File: src/rtl/mips_mc_pkg.sv
// Shared encodings for the multicycle MIPS core: opcodes, functs, FSM states
// and the ALU operation set with its evaluation function.
package mips_mc_pkg;

  localparam logic [5:0] OP_RTYPE = 6'b000000;
  localparam logic [5:0] OP_ADDI  = 6'b001000;
  localparam logic [5:0] OP_LW    = 6'b100011;
  localparam logic [5:0] OP_SW    = 6'b101011;
  localparam logic [5:0] OP_BEQ   = 6'b000100;
  localparam logic [5:0] OP_BNE   = 6'b000101;
  localparam logic [5:0] OP_J     = 6'b000010;
  localparam logic [5:0] OP_JAL   = 6'b000011;

  localparam logic [5:0] F_ADD = 6'b100000;
  localparam logic [5:0] F_SUB = 6'b100010;
  localparam logic [5:0] F_AND = 6'b100100;
  localparam logic [5:0] F_OR  = 6'b100101;
  localparam logic [5:0] F_SLT = 6'b101010;
  localparam logic [5:0] F_JR  = 6'b001000;

  typedef enum logic [2:0] {FETCH, DECODE, EXEC, MEM, WB, HALT} state_e;

  typedef enum logic [2:0] {ALU_ADD, ALU_SUB, ALU_AND, ALU_OR, ALU_SLT} alu_op_e;

  function automatic logic [31:0] alu_calc(input alu_op_e op, input logic [31:0] a,
                                           input logic [31:0] b);
    case (op)
      ALU_SUB: return a - b;
      ALU_AND: return a & b;
      ALU_OR:  return a | b;
      ALU_SLT: return {31'b0, $signed(a) < $signed(b)};
      default: return a + b;
    endcase
  endfunction

endpackage

File: src/rtl/mips_mc_regfile.sv
// Architectural register file: two operand read ports, a debug read port and
// one write port. Index 0 and indices beyond NREGS read as zero and ignore writes.
module mips_mc_regfile #(
  parameter int NREGS = 32
) (
  input  logic        i_clk,
  input  logic        i_rst_n,
  input  logic [4:0]  i_raddr1,
  input  logic [4:0]  i_raddr2,
  input  logic [4:0]  i_dbg_raddr,
  input  logic        i_we,
  input  logic [4:0]  i_waddr,
  input  logic [31:0] i_wdata,
  output logic [31:0] o_rdata1,
  output logic [31:0] o_rdata2,
  output logic [31:0] o_dbg_rdata
);
  localparam int AW = $clog2(NREGS);
  localparam logic [5:0] NR = 6'(NREGS);

  logic [31:0] r_regs [NREGS];

  function automatic logic in_range(input logic [4:0] a);
    return (a != 5'd0) && ({1'b0, a} < NR);
  endfunction

  assign o_rdata1    = in_range(i_raddr1)    ? r_regs[i_raddr1[AW-1:0]]    : '0;
  assign o_rdata2    = in_range(i_raddr2)    ? r_regs[i_raddr2[AW-1:0]]    : '0;
  assign o_dbg_rdata = in_range(i_dbg_raddr) ? r_regs[i_dbg_raddr[AW-1:0]] : '0;

  always_ff @(posedge i_clk or negedge i_rst_n) begin
    if (!i_rst_n) begin
      for (int i = 0; i < NREGS; i++) r_regs[i] <= '0;
    end else if (i_we && in_range(i_waddr)) begin
      r_regs[i_waddr[AW-1:0]] <= i_wdata;
    end
  end

endmodule

File: src/rtl/mips_multicycle_core.sv
// Multicycle MIPS core: controller FSM, datapath registers and ALU sharing one
// unified instruction/data memory port. Faults and halts are sticky until reset.
module mips_multicycle_core
  import mips_mc_pkg::*;
#(
  parameter logic [31:0] RESET_PC = 32'h0000_0000,
  parameter int          NREGS    = 32
) (
  input  logic        clk,
  input  logic        rst,
  output logic        mem_req,
  output logic        mem_we,
  output logic [31:0] mem_addr,
  output logic [31:0] mem_wdata,
  input  logic [31:0] mem_rdata,
  input  logic        mem_ready,
  output logic        halted,
  output logic        fault,
  output logic        retire,
  output logic [31:0] pc_out,
  input  logic [4:0]  dbg_raddr,
  output logic [31:0] dbg_rdata,
  output logic [2:0]  dbg_state
);
  localparam logic [5:0] NR   = 6'(NREGS);
  localparam logic [4:0] LINK = 5'(NREGS - 1);

  state_e      r_state, w_next;
  logic [31:0] r_pc, r_ir, r_a, r_b, r_t, r_alu_out, r_mdr;
  logic        r_fault, w_set_fault, w_legal, w_taken;
  logic        w_rf_we;
  logic [4:0]  w_rf_waddr;
  logic [31:0] w_rf_wdata, w_rd1, w_rd2, w_alu_b, w_alu_y;
  alu_op_e     w_alu_op;

  logic [5:0]  w_op, w_funct;
  logic [4:0]  w_rs, w_rt, w_rd;
  logic [31:0] w_imm, w_ea, w_jump_tgt;
  logic        w_unused;

  assign w_op       = r_ir[31:26];
  assign w_rs       = r_ir[25:21];
  assign w_rt       = r_ir[20:16];
  assign w_rd       = r_ir[15:11];
  assign w_funct    = r_ir[5:0];
  assign w_imm      = {{16{r_ir[15]}}, r_ir[15:0]};
  assign w_ea       = r_a + w_imm;
  assign w_jump_tgt = {r_pc[31:28], r_ir[25:0], 2'b00};
  assign w_taken    = ((w_op == OP_BEQ) && (r_a == r_b)) || ((w_op == OP_BNE) && (r_a != r_b));
  assign w_unused   = ^r_ir[10:6];

  assign halted    = (r_state == HALT);
  assign fault     = r_fault;
  assign pc_out    = r_pc;
  assign dbg_state = r_state;

  mips_mc_regfile #(.NREGS(NREGS)) u_regfile (
    .i_clk       (clk),
    .i_rst_n     (rst),
    .i_raddr1    (w_rs),
    .i_raddr2    (w_rt),
    .i_dbg_raddr (dbg_raddr),
    .i_we        (w_rf_we),
    .i_waddr     (w_rf_waddr),
    .i_wdata     (w_rf_wdata),
    .o_rdata1    (w_rd1),
    .o_rdata2    (w_rd2),
    .o_dbg_rdata (dbg_rdata)
  );

  always_comb begin
    w_legal = 1'b0;
    case (w_op)
      OP_RTYPE: w_legal = ({1'b0, w_rs} < NR) && ({1'b0, w_rt} < NR) && ({1'b0, w_rd} < NR) &&
                          (w_funct inside {F_ADD, F_SUB, F_AND, F_OR, F_SLT, F_JR});
      OP_ADDI, OP_LW, OP_SW, OP_BEQ, OP_BNE: w_legal = ({1'b0, w_rs} < NR) && ({1'b0, w_rt} < NR);
      OP_J, OP_JAL: w_legal = 1'b1;
      default: w_legal = 1'b0;
    endcase
  end

  always_comb begin
    w_alu_op = ALU_ADD;
    w_alu_b  = w_imm;
    if (w_op == OP_RTYPE) begin
      w_alu_b = r_b;
      case (w_funct)
        F_SUB:   w_alu_op = ALU_SUB;
        F_AND:   w_alu_op = ALU_AND;
        F_OR:    w_alu_op = ALU_OR;
        F_SLT:   w_alu_op = ALU_SLT;
        default: w_alu_op = ALU_ADD;
      endcase
    end
  end
  assign w_alu_y = alu_calc(w_alu_op, r_a, w_alu_b);

  // Memory handshake: mem_req with mem_addr/mem_we/mem_wdata held stable until a
  // rising edge sees mem_req && mem_ready; that edge completes the transfer.
  always_comb begin
    w_next      = r_state;
    w_set_fault = 1'b0;
    mem_req     = 1'b0;
    mem_we      = 1'b0;
    mem_addr    = r_pc;
    mem_wdata   = r_b;
    retire      = 1'b0;
    w_rf_we     = 1'b0;
    w_rf_waddr  = w_rd;
    w_rf_wdata  = r_alu_out;
    case (r_state)
      FETCH: if (rst) begin
        if (r_pc[1:0] != 2'b00) begin
          w_next      = HALT;
          w_set_fault = 1'b1;
        end else begin
          mem_req = 1'b1;
          if (mem_ready) w_next = DECODE;
        end
      end
      DECODE: begin
        if (w_legal) begin
          w_next = EXEC;
        end else begin
          w_next      = HALT;
          w_set_fault = 1'b1;
        end
      end
      EXEC: begin
        case (w_op)
          OP_LW, OP_SW: begin
            if (w_ea[1:0] != 2'b00) begin
              w_next      = HALT;
              w_set_fault = 1'b1;
            end else begin
              w_next = MEM;
            end
          end
          OP_BEQ, OP_BNE, OP_J: begin
            retire = 1'b1;
            w_next = FETCH;
          end
          OP_JAL: begin
            retire     = 1'b1;
            w_next     = FETCH;
            w_rf_we    = 1'b1;
            w_rf_waddr = LINK;
            w_rf_wdata = r_pc;
          end
          OP_RTYPE: begin
            if (w_funct == F_JR) begin
              retire = 1'b1;
              w_next = FETCH;
            end else begin
              w_next = WB;
            end
          end
          default: w_next = WB;
        endcase
      end
      MEM: begin
        mem_req  = 1'b1;
        mem_we   = (w_op == OP_SW);
        mem_addr = r_alu_out;
        if (mem_ready) begin
          if (w_op == OP_SW) begin
            retire = 1'b1;
            w_next = FETCH;
          end else begin
            w_next = WB;
          end
        end
      end
      WB: begin
        retire     = 1'b1;
        w_next     = FETCH;
        w_rf_we    = 1'b1;
        w_rf_waddr = (w_op == OP_RTYPE) ? w_rd : w_rt;
        w_rf_wdata = (w_op == OP_LW) ? r_mdr : r_alu_out;
      end
      default: ;
    endcase
  end

  always_ff @(posedge clk or negedge rst) begin
    if (!rst) begin
      r_state   <= FETCH;
      r_pc      <= RESET_PC;
      r_ir      <= '0;
      r_a       <= '0;
      r_b       <= '0;
      r_t       <= '0;
      r_alu_out <= '0;
      r_mdr     <= '0;
      r_fault   <= 1'b0;
    end else begin
      r_state <= w_next;
      if (w_set_fault) r_fault <= 1'b1;
      case (r_state)
        FETCH: if (mem_req && mem_ready) begin
          r_ir <= mem_rdata;
          r_pc <= r_pc + 32'd4;
        end
        DECODE: begin
          r_a <= w_rd1;
          r_b <= w_rd2;
          r_t <= r_pc + {w_imm[29:0], 2'b00};
        end
        EXEC: begin
          r_alu_out <= ((w_op == OP_LW) || (w_op == OP_SW)) ? w_ea : w_alu_y;
          if (w_taken) r_pc <= r_t;
          else if ((w_op == OP_J) || (w_op == OP_JAL)) r_pc <= w_jump_tgt;
          else if ((w_op == OP_RTYPE) && (w_funct == F_JR)) r_pc <= r_a;
        end
        MEM: if (mem_ready && (w_op == OP_LW)) r_mdr <= mem_rdata;
        default: ;
      endcase
    end
  end

endmodule

File: config.mk
export PLATFORM = sky130hd
export DESIGN_NAME = mips_multicycle_core
export DESIGN_NICKNAME = d
export VERILOG_FILES = /design/src/rtl/mips_mc_pkg.sv /design/src/rtl/mips_mc_regfile.sv /design/src/rtl/mips_multicycle_core.sv
export SDC_FILE = /design/constraint.sdc
export NUM_CORES = 2
export LEC_CHECK = 0
export CAP_MARGIN = 20
export CORE_AREA = 2 2 546 494
export CTS_BUF_LIST = sky130_fd_sc_hd__clkbuf_16
export DETAILED_ROUTE_END_ITERATION = 8
export DIE_AREA = 0 0 548 496
export MAX_ROUTING_LAYER = met4
export PLACE_DENSITY = 0.51
export SLEW_MARGIN = 30
export SYNTH_ARGS = -nofsm -noshare
export SYNTH_HDL_FRONTEND = slang
export SYNTH_SLANG_ARGS = --single-unit
File: constraint.sdc
create_clock -name clk -period 5.7 [get_ports clk]
set_clock_uncertainty 0.15 [all_clocks]
set_input_delay 0.855 -clock clk [delete_from_list [all_inputs] [get_ports clk]]
set_output_delay 0.855 -clock clk [all_outputs]
set_load 0.01 [all_outputs]
==> results.cfg <==
[status]
run_status = complete, no violations

[placed_design]
place.gp.congestion = 0.967
placed_cell_area_um2 = 86000
final_hpwl_dp_um = 213000
io_buffer_count = 175

[floorplan]
dieHeight_um = 496
initial_core_util = 0.299
placementRows = 180
die_area_um2 = 272000
design.core.area_um2 = 266000
ioPinCount = 176
die_width_um = 548

[setup_path]
reg2reg_setup_slack_ps = 380
critical_path.max_fanout = 60
startpoint_type = primary input
setup_crit_end_kind = primary output
reg2reg_depth = 17
crit_arrival_ps = 4460
timing.critical_path.required_ps = 4700
timing.setup.critical_path_class = in -> out
r2r_end = r_alu_out[22]
crit-reg2reg-launch = r_ir[31]

[clock_network]
clkSlewWorstSetupHoldPaths_ps = 60
cts-buffers-inserted = 155
clock_sinks = 1252
clock_buffer_depth = 4
h-tree-depth = 4
ctsRootBufferMaster = sky130_fd_sc_hd__clkbuf_16
source_to_sink_clock_delay_at_the_later_pin_of_the_worst_skew_pair_ps = 860
cts_setup_buffers = 0
tritoncts = built

[power_and_ir_drop]
power-per-cell-area_nw_per_um2 = 455
power.sequential.fraction = 0.317
pwr-share-clk = 0.241
p_int_uw = 23200
power.switching_fraction = 0.439
power.total_uw = 41400
pwr-share-comb = 0.442
power.switching_uw = 18100
leakagePower_uw = 0.0370
vdd_ir_drop_max_mv = 0.308

[yosys]
synth-edff-count = 0
synthesis.nets = 7960
synthesis.area_um2 = 79500
syn_area_per_cell_um2 = 10.2
yosys_most_used_dff = sky130_fd_sc_hd__dfrtp_1
post_synth_num_cell_types = 84
asyncSetResetFlopFracSynth = 1.00
sequential_to_total_area_share_from_yosys_stat = 0.394
post_synth_inst_count = 7758
yosys_warnings = 0
ys_ff_latch = 1252

[global_routing]
grt_pass1_vias = 63700
grt_antenna_before_repair = 9
track_usage = 0.247
grt-ovfl-total = 0
grt_start_max_net_pins = 162
first_pass_grt_wire_length_um = 477000

[route]
maxUsedRoutingLayer = met4
routed-via-count = 66300
met2_wirelength_um = 148000
drtIter0Drc = 8120
post-route-drc-count = 0
met3_wirelength_um = 26400
drt_first_pass_iters = 6
post_drt_via_cell_ratio = 5.88
postRouteAntennaNets = 0
routedLengthMet1_um = 142000
wl_per_cell_um = 29.4
drt_wirelength_um = 331000

[sta]
finalWorstPathRequiredPeriod_ps = 5460
finalSetupTns_ps = 0
timing.final.max_slew_violations = 0
finalSetupViolations = 0
rsz_0062_raised_after_global_routing = no
hold_ws_ps = 274
finalHoldViolations = 0
final_worst_path_cycle_share = 0.958
max_slew_margin = 0.283
worst_pin_slew_ps = 1060
fmax_ghz = 0.183

[finish]
mostFrequentLayoutCells = sky130_fd_sc_hd__dfrtp_1 (1241), sky130_fd_sc_hd__nand2_1 (1215), sky130_fd_sc_hd__o21ai_0 (1154)
finish.net_count = 7813
layout-area-overhead-vs-synth_pct = 14.4
layout_commonest_cell = sky130_fd_sc_hd__dfrtp_1
stdcell_area_um2 = 91000
post_route_cells_drive_above_1_share = 0.190

[worst_hold_path]
beginning_of_the_worst_hold_path = u_regfile.r_regs[1000]
min_delay_path_depth = 0
hold_path_end = u_regfile.r_regs[1000]
min-delay-path-class = reg -> reg

[flow_run]
max_cap_viol_count = 0
cell families (layout without fill, tap and decap cells):
| logic type | Yosys count | in the layout | synth area share |
|---|---|---|---|
| mux | 1182 | 1182 | 0.260 |
| xor+xnor | 110 | 110 | 0.0121 |
| fa+ha+maj | 162 | 162 | 0.0259 |
| other cells | 0 | 5 | 0 |
| flops | 1252 | 1252 | 0.394 |
| simple gates | 1885 | 1885 | 0.0984 |
| buf+inv | 857 | 815 | 0.0416 |
| compound gates | 2310 | 2310 | 0.168 |
power by group through the flow:
stage	registers [uW]	clock network, uW	logic (uW)
2_1_floorplan	11800	0	11800
3_3_place_gp	13100	0	17900
3_5_place_dp	13100	0	18000
4_1_cts	13000	10100	18100
5_1_grt	13300	10500	19500
6_report	13100	9970	18300
worst max-delay path by stage:
stage                       from             to  slack, ps  cells after the start
CTS                 dbg_raddr[0]  dbg_rdata[28]        150                      8
floorplan               r_ir[31]  r_alu_out[31]       1210                     20
global placement    dbg_raddr[0]  dbg_rdata[28]        190                      8
detailed placement  dbg_raddr[0]  dbg_rdata[28]        160                      8
finish              dbg_raddr[0]  dbg_rdata[28]        240                      8
global route        dbg_raddr[0]  dbg_rdata[28]         90                      8
layer usage:
metal | vias up | track usage
met1 | 33900 | 0.337
met4 | 0 | 0.0917
li1 | 28500 | -
met3 | 681 | 0.0404
met2 | 3237 | 0.369
met5 | - | -
Yosys cell counts (all sizes together), types with 28 or more instances:
cell type | number | area (um2)
a21o | 60 | 450
a221oi | 34 | 310
inv | 119 | 447
a21oi | 507 | 2540
o22ai | 151 | 945
nand2 | 1241 | 4680
dfrtp | 1252 | 31300
ha | 158 | 1980
a211oi | 38 | 285
xnor2 | 43 | 377
a31oi | 28 | 175
mux2 | 170 | 1910
nor2 | 323 | 1210
nand3 | 42 | 210
a22o | 57 | 499
buf | 155 | 674
mux2i | 321 | 3210
o221ai | 98 | 858
o21ai | 1167 | 5850
nand2b | 49 | 307
clkbuf | 583 | 2190
nor3 | 94 | 495
xor2 | 67 | 587
mux4 | 691 | 15600
o211ai | 33 | 248
repair_timing:
action | in CTS | in global routing
endpoints found under the hold margin | 108 | 0
hold buffers | 1 | 0
gates resized for setup | 0 | 0
registers in the layout, summed over array words and instances, names as in the netlist:
| signal | count |
|---|---|
| dbg_state | 3 |
| fault | 1 |
| mem_wdata | 32 |
| pc_out | 32 |
| r_a | 32 |
| r_alu_out | 32 |
| r_ir | 32 |
| r_mdr | 32 |
| r_t | 32 |
| u_regfile.r_regs | 1024 |
final cells by class:
| class | instances | area, um2 |
|---|---|---|
| well taps | 3549 | 4440 |
| inverters | 119 | 447 |
| clock inverters | 104 | 958 |
| multi-input cells | 5649 | 45400 |
| repair buffers | 434 | 4420 |
| clock buffers | 158 | 3950 |
| flip-flops and latches | 1252 | 31400 |
| diodes | 5 | 12.5 |
| fillers | 26600 | 175000 |
stage by stage:
| step | cells | setup WS (ps) | util |
|---|---|---|---|
| 6_report | 11300 | 239 | 0.342 |
| 5_1_grt | 11300 | 92.5 | 0.342 |
| 4_1_cts | 11300 | 151 | 0.342 |
| 3_5_place_dp | 11000 | 161 | 0.323 |
| 3_3_place_gp | 11000 | 194 | 0.323 |
| 2_1_floorplan | 7758 | 1210 | - |
worst max-delay path: stages:
cell	delay (ps)
sky130_fd_sc_hd__buf_8	630
sky130_fd_sc_hd__buf_4	460
sky130_fd_sc_hd__mux4_2	550
sky130_fd_sc_hd__mux4_2	460
sky130_fd_sc_hd__mux2i_1	640
sky130_fd_sc_hd__buf_4	240
sky130_fd_sc_hd__nor2_1	40
sky130_fd_sc_hd__clkdlybuf4s50_1	500
No activity file was read; power rests on OpenSTA's default activity.
